$ cat src/rtl/clk_freq_scan_pkg.sv
// Shared state encoding, board channel map and status record for the
// clock-frequency scan controller.
package clk_freq_scan_pkg;

    typedef enum logic [2:0] {
        ST_IDLE      = 3'd0,
        ST_SELECT    = 3'd1,
        ST_CLEAR     = 3'd2,
        ST_GATE      = 3'd3,
        ST_WAIT_DONE = 3'd4,
        ST_STORE     = 3'd5
    } state_e;

    localparam int unsigned CH_CLK200 = 0;
    localparam int unsigned CH_LF_X12 = 1;
    localparam int unsigned CH_LF_X4  = 2;
    localparam int unsigned CH_RT_X12 = 3;
    localparam int unsigned CH_RT_X4  = 4;
    localparam int unsigned CH_TCDS40 = 5;
    localparam int unsigned CH_LHC    = 6;

    typedef struct packed {
        logic valid;
        logic timeout;
    } ch_status_t;

    // Down-counter load value for a state lasting `cycles` cycles; 0 behaves as 1.
    function automatic logic [31:0] cycles_to_load(input int unsigned cycles);
        return (cycles == 0) ? 32'd0 : 32'(cycles - 1);
    endfunction

endpackage

$ cat src/rtl/rr_next_ch.sv
// Round-robin search: first set mask bit strictly after ptr, wrapping to the
// lowest index; found is low when the mask is empty.
module rr_next_ch
    import clk_freq_scan_pkg::*;
#(
    parameter int unsigned N_CH = 7,
    parameter int unsigned CH_W = 3
) (
    input  logic [N_CH-1:0] mask,
    input  logic [CH_W-1:0] ptr,
    output logic [CH_W-1:0] next_ch,
    output logic            found
);

    always_comb begin
        next_ch = '0;
        found   = 1'b0;
        for (int unsigned i = 0; i < N_CH; i++) begin
            if (!found && mask[i] && (i > 32'(ptr))) begin
                found   = 1'b1;
                next_ch = CH_W'(i);
            end
        end
        for (int unsigned i = 0; i < N_CH; i++) begin
            if (!found && mask[i] && (i <= 32'(ptr))) begin
                found   = 1'b1;
                next_ch = CH_W'(i);
            end
        end
    end

endmodule

$ cat src/rtl/clk_freq_scan_ctrl.sv
// Time-shares one external frequency counter core across the board clock
// inputs: round-robin scan plus prioritised software requests.
module clk_freq_scan_ctrl
    import clk_freq_scan_pkg::*;
#(
    parameter int unsigned N_CH           = 7,
    parameter int unsigned CH_W           = 3,
    parameter int unsigned CNT_W          = 32,
    parameter int unsigned GATE_CYCLES    = 200_000_000,
    parameter int unsigned SETTLE_CYCLES  = 16,
    parameter int unsigned TIMEOUT_CYCLES = 1024
) (
    input  logic             clk,
    input  logic             reset,
    input  logic             enable,
    input  logic [N_CH-1:0]  ch_mask,
    input  logic             req_valid,
    input  logic [CH_W-1:0]  req_ch,
    output logic             req_ready,
    output logic [CH_W-1:0]  meas_sel,
    output logic             meas_clr,
    output logic             meas_gate,
    input  logic             meas_done,
    input  logic [CNT_W-1:0] meas_count,
    input  logic [CH_W-1:0]  rd_ch,
    output logic [CNT_W-1:0] rd_count,
    output logic             rd_valid,
    output logic             rd_timeout,
    output logic             busy,
    output logic             scan_done
);

    localparam logic [31:0] SETTLE_LD  = cycles_to_load(SETTLE_CYCLES);
    localparam logic [31:0] GATE_LD    = cycles_to_load(GATE_CYCLES);
    localparam logic [31:0] TIMEOUT_LD = cycles_to_load(TIMEOUT_CYCLES);

    state_e           state;
    logic [31:0]      timer;
    logic [CH_W-1:0]  ch;
    logic [CH_W-1:0]  rr_ptr;
    logic [CH_W-1:0]  next_ch;
    logic [CH_W-1:0]  top_ch;
    logic             next_found;
    logic             is_req;
    logic             to_flag;
    logic             req_ok;
    logic [CNT_W-1:0] result;
    logic [CNT_W-1:0] count_rf  [N_CH];
    ch_status_t       status_rf [N_CH];

    rr_next_ch #(
        .N_CH (N_CH),
        .CH_W (CH_W)
    ) u_rr_next_ch (
        .mask    (ch_mask),
        .ptr     (rr_ptr),
        .next_ch (next_ch),
        .found   (next_found)
    );

    always_comb begin
        top_ch = '0;
        for (int unsigned i = 0; i < N_CH; i++) begin
            if (ch_mask[i]) top_ch = CH_W'(i);
        end
    end

    assign req_ok    = (32'(req_ch) < N_CH);
    assign req_ready = (state == ST_IDLE) && req_valid;
    assign meas_sel  = ch;
    assign meas_clr  = (state == ST_CLEAR);
    assign meas_gate = (state == ST_GATE);
    assign busy      = (state != ST_IDLE);
    assign scan_done = (state == ST_STORE) && !is_req && (|ch_mask) && (ch == top_ch);

    always_ff @(posedge clk or posedge reset) begin
        if (reset) begin
            state   <= ST_IDLE;
            timer   <= '0;
            ch      <= '0;
            rr_ptr  <= CH_W'(N_CH - 1);
            is_req  <= 1'b0;
            to_flag <= 1'b0;
            result  <= '0;
        end else begin
            case (state)
                ST_IDLE: begin
                    // An out-of-range request is acknowledged but never measured.
                    if (req_valid) begin
                        if (req_ok) begin
                            ch     <= req_ch;
                            is_req <= 1'b1;
                            timer  <= SETTLE_LD;
                            state  <= ST_SELECT;
                        end
                    end else if (enable && next_found) begin
                        ch     <= next_ch;
                        is_req <= 1'b0;
                        timer  <= SETTLE_LD;
                        state  <= ST_SELECT;
                    end
                end
                ST_SELECT: begin
                    if (timer == '0) state <= ST_CLEAR;
                    else             timer <= timer - 1'b1;
                end
                ST_CLEAR: begin
                    timer <= GATE_LD;
                    state <= ST_GATE;
                end
                ST_GATE: begin
                    if (timer == '0) begin
                        timer <= TIMEOUT_LD;
                        state <= ST_WAIT_DONE;
                    end else begin
                        timer <= timer - 1'b1;
                    end
                end
                ST_WAIT_DONE: begin
                    if (meas_done) begin
                        result  <= meas_count;
                        to_flag <= 1'b0;
                        state   <= ST_STORE;
                    end else if (timer == '0) begin
                        result  <= '0;
                        to_flag <= 1'b1;
                        state   <= ST_STORE;
                    end else begin
                        timer <= timer - 1'b1;
                    end
                end
                ST_STORE: begin
                    if (!is_req) rr_ptr <= ch;
                    state <= ST_IDLE;
                end
                default: state <= ST_IDLE;
            endcase
        end
    end

    // Readback samples the file before this cycle's STORE write lands.
    always_ff @(posedge clk or posedge reset) begin
        if (reset) begin
            for (int unsigned i = 0; i < N_CH; i++) begin
                count_rf[i]  <= '0;
                status_rf[i] <= '0;
            end
            rd_count   <= '0;
            rd_valid   <= 1'b0;
            rd_timeout <= 1'b0;
        end else begin
            if (32'(rd_ch) < N_CH) begin
                rd_count   <= count_rf[rd_ch];
                rd_valid   <= status_rf[rd_ch].valid;
                rd_timeout <= status_rf[rd_ch].timeout;
            end else begin
                rd_count   <= '0;
                rd_valid   <= 1'b0;
                rd_timeout <= 1'b0;
            end
            if ((state == ST_STORE) && (32'(ch) < N_CH)) begin
                count_rf[ch]  <= result;
                status_rf[ch] <= '{valid: 1'b1, timeout: to_flag};
            end
        end
    end

endmodule
$ cat config.mk
export PLATFORM = sky130hd
export DESIGN_NAME = clk_freq_scan_ctrl
export DESIGN_NICKNAME = d
export VERILOG_FILES = /design/src/rtl/clk_freq_scan_pkg.sv /design/src/rtl/rr_next_ch.sv /design/src/rtl/clk_freq_scan_ctrl.sv
export SDC_FILE = /design/constraint.sdc
export NUM_CORES = 1
export LEC_CHECK = 0
export ABC_AREA = 1
export CORE_ASPECT_RATIO = 1.2
export CORE_MARGIN = 8
export CORE_UTILIZATION = 26
export DETAILED_ROUTE_END_ITERATION = 8
export PLACE_DENSITY = 0.48
export SYNTH_ARGS = -nofsm -noshare
export SYNTH_HDL_FRONTEND = slang
export SYNTH_SLANG_ARGS = --single-unit
$ cat constraint.sdc
create_clock -name clk -period 11.4 [get_ports clk]
set_input_delay 2.28 -clock clk [delete_from_list [all_inputs] [get_ports clk]]
set_output_delay 2.28 -clock clk [all_outputs]
set_load 0.02 [all_outputs]
== Yosys cells after proc, flatten, opt, wreduce, memory -nomap -nowiden ==
Cells that the tools add are included.
Cells by class
  $add $sub $neg: 1
  order comparisons: 18
  eq/ne operators: 13
  multiplexer cells: 72
  bitwise gates (word level): 3
  reductions and logical operators: 56
Operator list (count)
  2-to-1 mux 32 bit: 12
  bitwise mux 224 bit: 1
  one-hot mux 32 bit (5 select lines): 1
  binary-select mux 32 bit (select 3 bit): 1
  demux 32 bit (select 3 bit): 1
  2-to-1 mux 3 bit: 26
  logical NOT 32 bit: 1
  subtractor 32 x 1 -> 32 bit (second input constant): 1
  logical AND 1 bit: 31
  2-to-1 mux 1 bit: 22
  one-hot mux 3 bit (5 select lines): 1
  bitwise mux 14 bit: 1
  logical NOT 1 bit: 13
  > comparator 3 bit (first input constant): 3
  less-or-equal comparator 3 bit (first input constant): 3
  less-than comparator 3 bit (second input constant): 3
  greater-or-equal comparator 4 bit (second input constant): 2
  2-to-1 mux 2 bit: 4
  NOT 3 -> 4 bit: 2
  OR reduction 7 bit: 1
  binary-select mux 2 bit (select 3 bit): 1
  demux 2 bit (select 3 bit): 1
  == test 3 x 2 -> 1 bit (second input constant): 2
  == test 3 bit (second input constant): 2
  20 further kinds: 27
Word-level totals
  bits in registers: 347
  input port bits: 50
  output and inout bits: 42
  logic and storage cells: 194

== Logic depth before layout (Yosys ltp) ==
  word-level depth: 54
  depth in mapped cells: 14
  gate-level depth less buffers: 14

== Hierarchy ==
From an unflattened synthesis, not the netlist that was laid out.
Unflattened totals
  cells, all modules: 1867
  area, all modules: 15553.7 um^2
By module, submodules not included
  clk_freq_scan_ctrl: instances 1, cells each 1815, area an instance 15262.1 um^2, sequential area each 8685.8 um^2
  rr_next_ch: instances 1, cells each 52, area an instance 291.5 um^2, sequential area each 0.0 um^2

== Worst setup path before layout ==
Ideal clock, no wire load.
  path kind: input -> output
  from: input port ch_mask[5]
  to: output port scan_done
  arrival: 3078 ps
  required time: 9120 ps
  path slack: 6042 ps
  cell stages on the path: 6
  path buffers: 0
  cells stage by stage: inv_1 > nand2_1 > o21ai_0 > or2_2 > nand4_1 > nor2_1
Between the ends
  word-level cells in the longest chain between the ends: 4
  elaborated cells on any way between the ends: 6
  classes of those cells: eq/ne (1); mux (2); reduce/logical (3)
RTL lines
  from (decl): RTL line clk_freq_scan_ctrl.sv:16  | input logic [N_CH-1:0] ch_mask,
  2-to-1 mux 3 bit (2 in series): RTL line clk_freq_scan_ctrl.sv:64  | if (ch_mask[i]) top_ch = CH_W'(i);
  == test 3 bit: RTL line clk_freq_scan_ctrl.sv:74  | assign scan_done = (state == ST_STORE) && !is_req && (|ch_mask) && (ch == top_ch);
  logical AND 1 bit (*): RTL line clk_freq_scan_ctrl.sv:74
  to (decl): RTL line clk_freq_scan_ctrl.sv:30  | output logic scan_done
Every way passes the cells marked *; elsewhere a longest branch is shown, timed or not.

== Worst setup path in the final report ==
Same ends and word-level chain as after synthesis.

==> out/qor.csv <==
metric,value,unit
number of remaining DRC errors,0,
WHS Path Cells,2,
worst min-delay path category,flop to flop,
n_diodes,0,
final core occ,31.34,%
Via Count,12110,
setup violators final,0,
TritonCTS clock tree,built,
GPL Wtd Cong,0.7848,
initial antenna violation count,0,
"Cell Area, Synth",15270,µm²
DR iter-0 viols,927,
Worst setup EP type,output port,
"CTS clk-pin slew, worst paths",60,ps
syn_nets,1818,
Critical R2R Capture,count_rf[28],
Routed Antenna Nets,0,
CTS Buf Count,41,
vias in the first global route,12130,
clock latency on the worst-skew pair,550,ps
max-slew violation count,0,
critical-path maximum fanout,4,
Worst EP required,9120,ps
num ports,92,
GR Util All Layers,12.84,%
"EDFF count, synth",0,
worst rel slew slack,33.16,%
nets,1862,
Fillers,6164,
core region area,58260,µm²
setup repair bufs after CTS,0,
grt ovf,0,
worst clock skew,14.92,ps
crit share post-route,56.14,%
row count,97,
synth warn,0,
post-cts sizing count,0,
crit path DAT,4120,ps
Area Growth Syn to Fin,19.57,%
startpoint types,input pin,
Synth Register Bits,347,
CTS H-tree depth,2,
Pwr Density,154.9,nW/µm²
Post-Route WL,42850,µm
Port Buf Inserts,91,
die area,66780,µm²
Die X,237.2,µm
Reg2Reg Launch Point,state[1],
Initial Utilization,26.21,%
unrepaired setup endpoints after global routing,false,
first-pass GRT wire length,69390,µm
final hold violation count,0,
share of layout cells above drive strength 1,6.840,%
Vert. Die Dim,281.5,µm
routed vias/inst,4.688,
Clock Tree Buf Depth,3,
register area share after synthesis,56.88,%
max cap viols,0,
worst hold endpoint,status_rf[1],
cell count after synthesis,1767,
hold_sp,status_rf[1],
reg2reg setup slack,8710,ps
mean area per synthesized cell,8.642,µm²
Slew @ Worst Pin,1000,ps
setup TNS,0,ps
status,finished clean,
Final min period,6400,ps
f_max,156.3,MHz
largest net degree at the start of global routing,176,
Worst R2R Path Depth,7,
Cell variety after synth,47,
HPWL after detailed placement,24050,µm
TritonCTS Sinks,347,
hold_ws,444.8,ps
root buffer cell,clkbuf_16,
worst IR drop on VDD,0.07363,mV
routed len/inst,16.58,µm
Setup Crit Path Kind,input pin to output port,
dominant synthesized flop cell,dfrtp_1,
"FFs w/ async S/R, synth",100.0,%
DR pass1 iterations,5,
CTS Hold Buffers Added,0,
Leak Pwr,8.270,nW
## worst max-delay path by stage
stage / startpoint / endpoint / slack, ps
after CTS: ch_mask[5] / scan_done / 5020
final: ch_mask[5] / scan_done / 5000
after global routing: ch_mask[5] / scan_done / 4880
after floorplan: reset / count_rf[0] / 4480
after global placement: ch_mask[2] / scan_done / 5030
after detailed placement: ch_mask[5] / scan_done / 5040
## cell families (layout without fill, tap and decap cells)
| kind of cell | after synthesis | count (layout) | synth area share (%) |
|---|---|---|---|
| flops | 347 | 347 | 56.88 |
| buf+inv | 208 | 283 | 5.350 |
| fa+ha+maj | 1 | 1 | 0.08192 |
| simple gates | 666 | 666 | 17.75 |
| xor+xnor | 25 | 25 | 1.434 |
| compound gates | 520 | 520 | 18.51 |
## layer usage
layer,up-vias,global-route usage (%),routed length (µm)
met1,5913,17.31,20230
met3,57,2.473,1923
met5,-,0,0
met4,0,3.361,899
li1,5917,-,-
met2,227,21.02,19790
## cells in the final DEF (no fill, tap or decap), types with 3 or more instances in the layout
| cell type | instances |
|---|---|
| dfrtp_1 | 345 |
| bufinv_16 | 3 |
| nor2_4 | 3 |
| xor2_1 | 23 |
| inv_1 | 93 |
| nor3_2 | 3 |
| nor2_1 | 169 |
| a211oi_1 | 12 |
| a41oi_1 | 5 |
| nor2_2 | 6 |
| o21ai_1 | 7 |
| nor4_1 | 6 |
| o31ai_1 | 8 |
| clkbuf_8 | 13 |
| a21oi_1 | 34 |
| nand2_2 | 6 |
| clkinv_2 | 6 |
| clkdlybuf4s50_1 | 89 |
| buf_4 | 12 |
| inv_2 | 9 |
| o211ai_1 | 5 |
| a21o_1 | 20 |
| clkbuf_1 | 7 |
| a31oi_1 | 8 |
| nand3_1 | 20 |
| nand4_1 | 10 |
| o21ai_0 | 391 |
| nand2_1 | 425 |
| nand3_4 | 5 |
| nor3_1 | 5 |
| a22oi_1 | 23 |
| clkbuf_16 | 41 |
| inv_6 | 3 |
## layout make-up
cell class                 count  area [µm²]  share of cell area, %
tap                          742       928.4                  5.084
clock inverter                13       155.1                 0.8497
sequential                   347        8686                  47.57
timing repair buffer         105        1031                  5.646
multi-input combinational   1212        5834                  31.95
inverter                     104       394.1                  2.158
clock buffer                  61        1231                  6.742
## metrics by stage
stage / total power, mW / std cells / cell area, µm² / worst slack [ps]
floorplan: 1.430 / 1767 / 15270 / 4477
global placement: 1.512 / 2510 / 16870 / 5034
detailed placement: 1.515 / 2510 / 16870 / 5035
CTS: 2.886 / 2584 / 18260 / 5022
global route: 2.953 / 2584 / 18260 / 4885
finish: 2.828 / 2584 / 18260 / 5000
## worst max-delay path: stages
cell	delay (ps)
clkdlybuf4s50_1	460
inv_1	140
nand2_1	80
o21ai_0	210
or2_2	150
nand4_1	80
nor2_1	110
clkdlybuf4s50_1	610
## flip-flops by register name, summed over array words and instances, names as in the netlist
signal	flops
state	3
status_rf	14
rd_timeout	1
rr_ptr	3
rd_count	32
count_rf	224
meas_sel	3
timer	32
is_req	1
rd_valid	1
to_flag	1
result	32
## synthesized netlist by cell type (2+ instances only)
library cell | instances | share of area (%)
dfstp_2 | 2 | 0.34
a21o_1 | 20 | 0.98
dfrtp_1 | 345 | 57
o211ai_1 | 5 | 0.25
buf_2 | 8 | 0.26
o21ai_0 | 391 | 13
buf_6 | 3 | 0.22
a22oi_1 | 23 | 1.1
a31oi_1 | 8 | 0.33
nand3_1 | 24 | 0.79
a21oi_1 | 34 | 1.1
o31ai_1 | 8 | 0.39
nand3_2 | 2 | 0.13
buf_1 | 13 | 0.32
inv_1 | 96 | 2.4
clkinv_1 | 2 | 0.049
nor4_1 | 6 | 0.25
nor2_4 | 2 | 0.15
nor3_1 | 5 | 0.16
nor3_2 | 3 | 0.20
o21ai_1 | 7 | 0.23
nor2_2 | 6 | 0.25
a41oi_1 | 5 | 0.29
nand2_1 | 428 | 11
xnor2_1 | 2 | 0.11
a211oi_1 | 12 | 0.59
nor2_1 | 170 | 4.2
inv_2 | 6 | 0.15
xor2_1 | 23 | 1.3
nand2_2 | 3 | 0.12
nand4_1 | 10 | 0.41
clkbuf_1 | 79 | 1.9
o2bb2ai_1 | 2 | 0.11
## power breakdown
group	switching, mW	internal (mW)	leakage (nW)
combinational	0.136	0.0729	3.04
sequential	0.0229	1.26	4.54
clock	0.523	0.816	0.691
(Power assumes the default switching activity.)
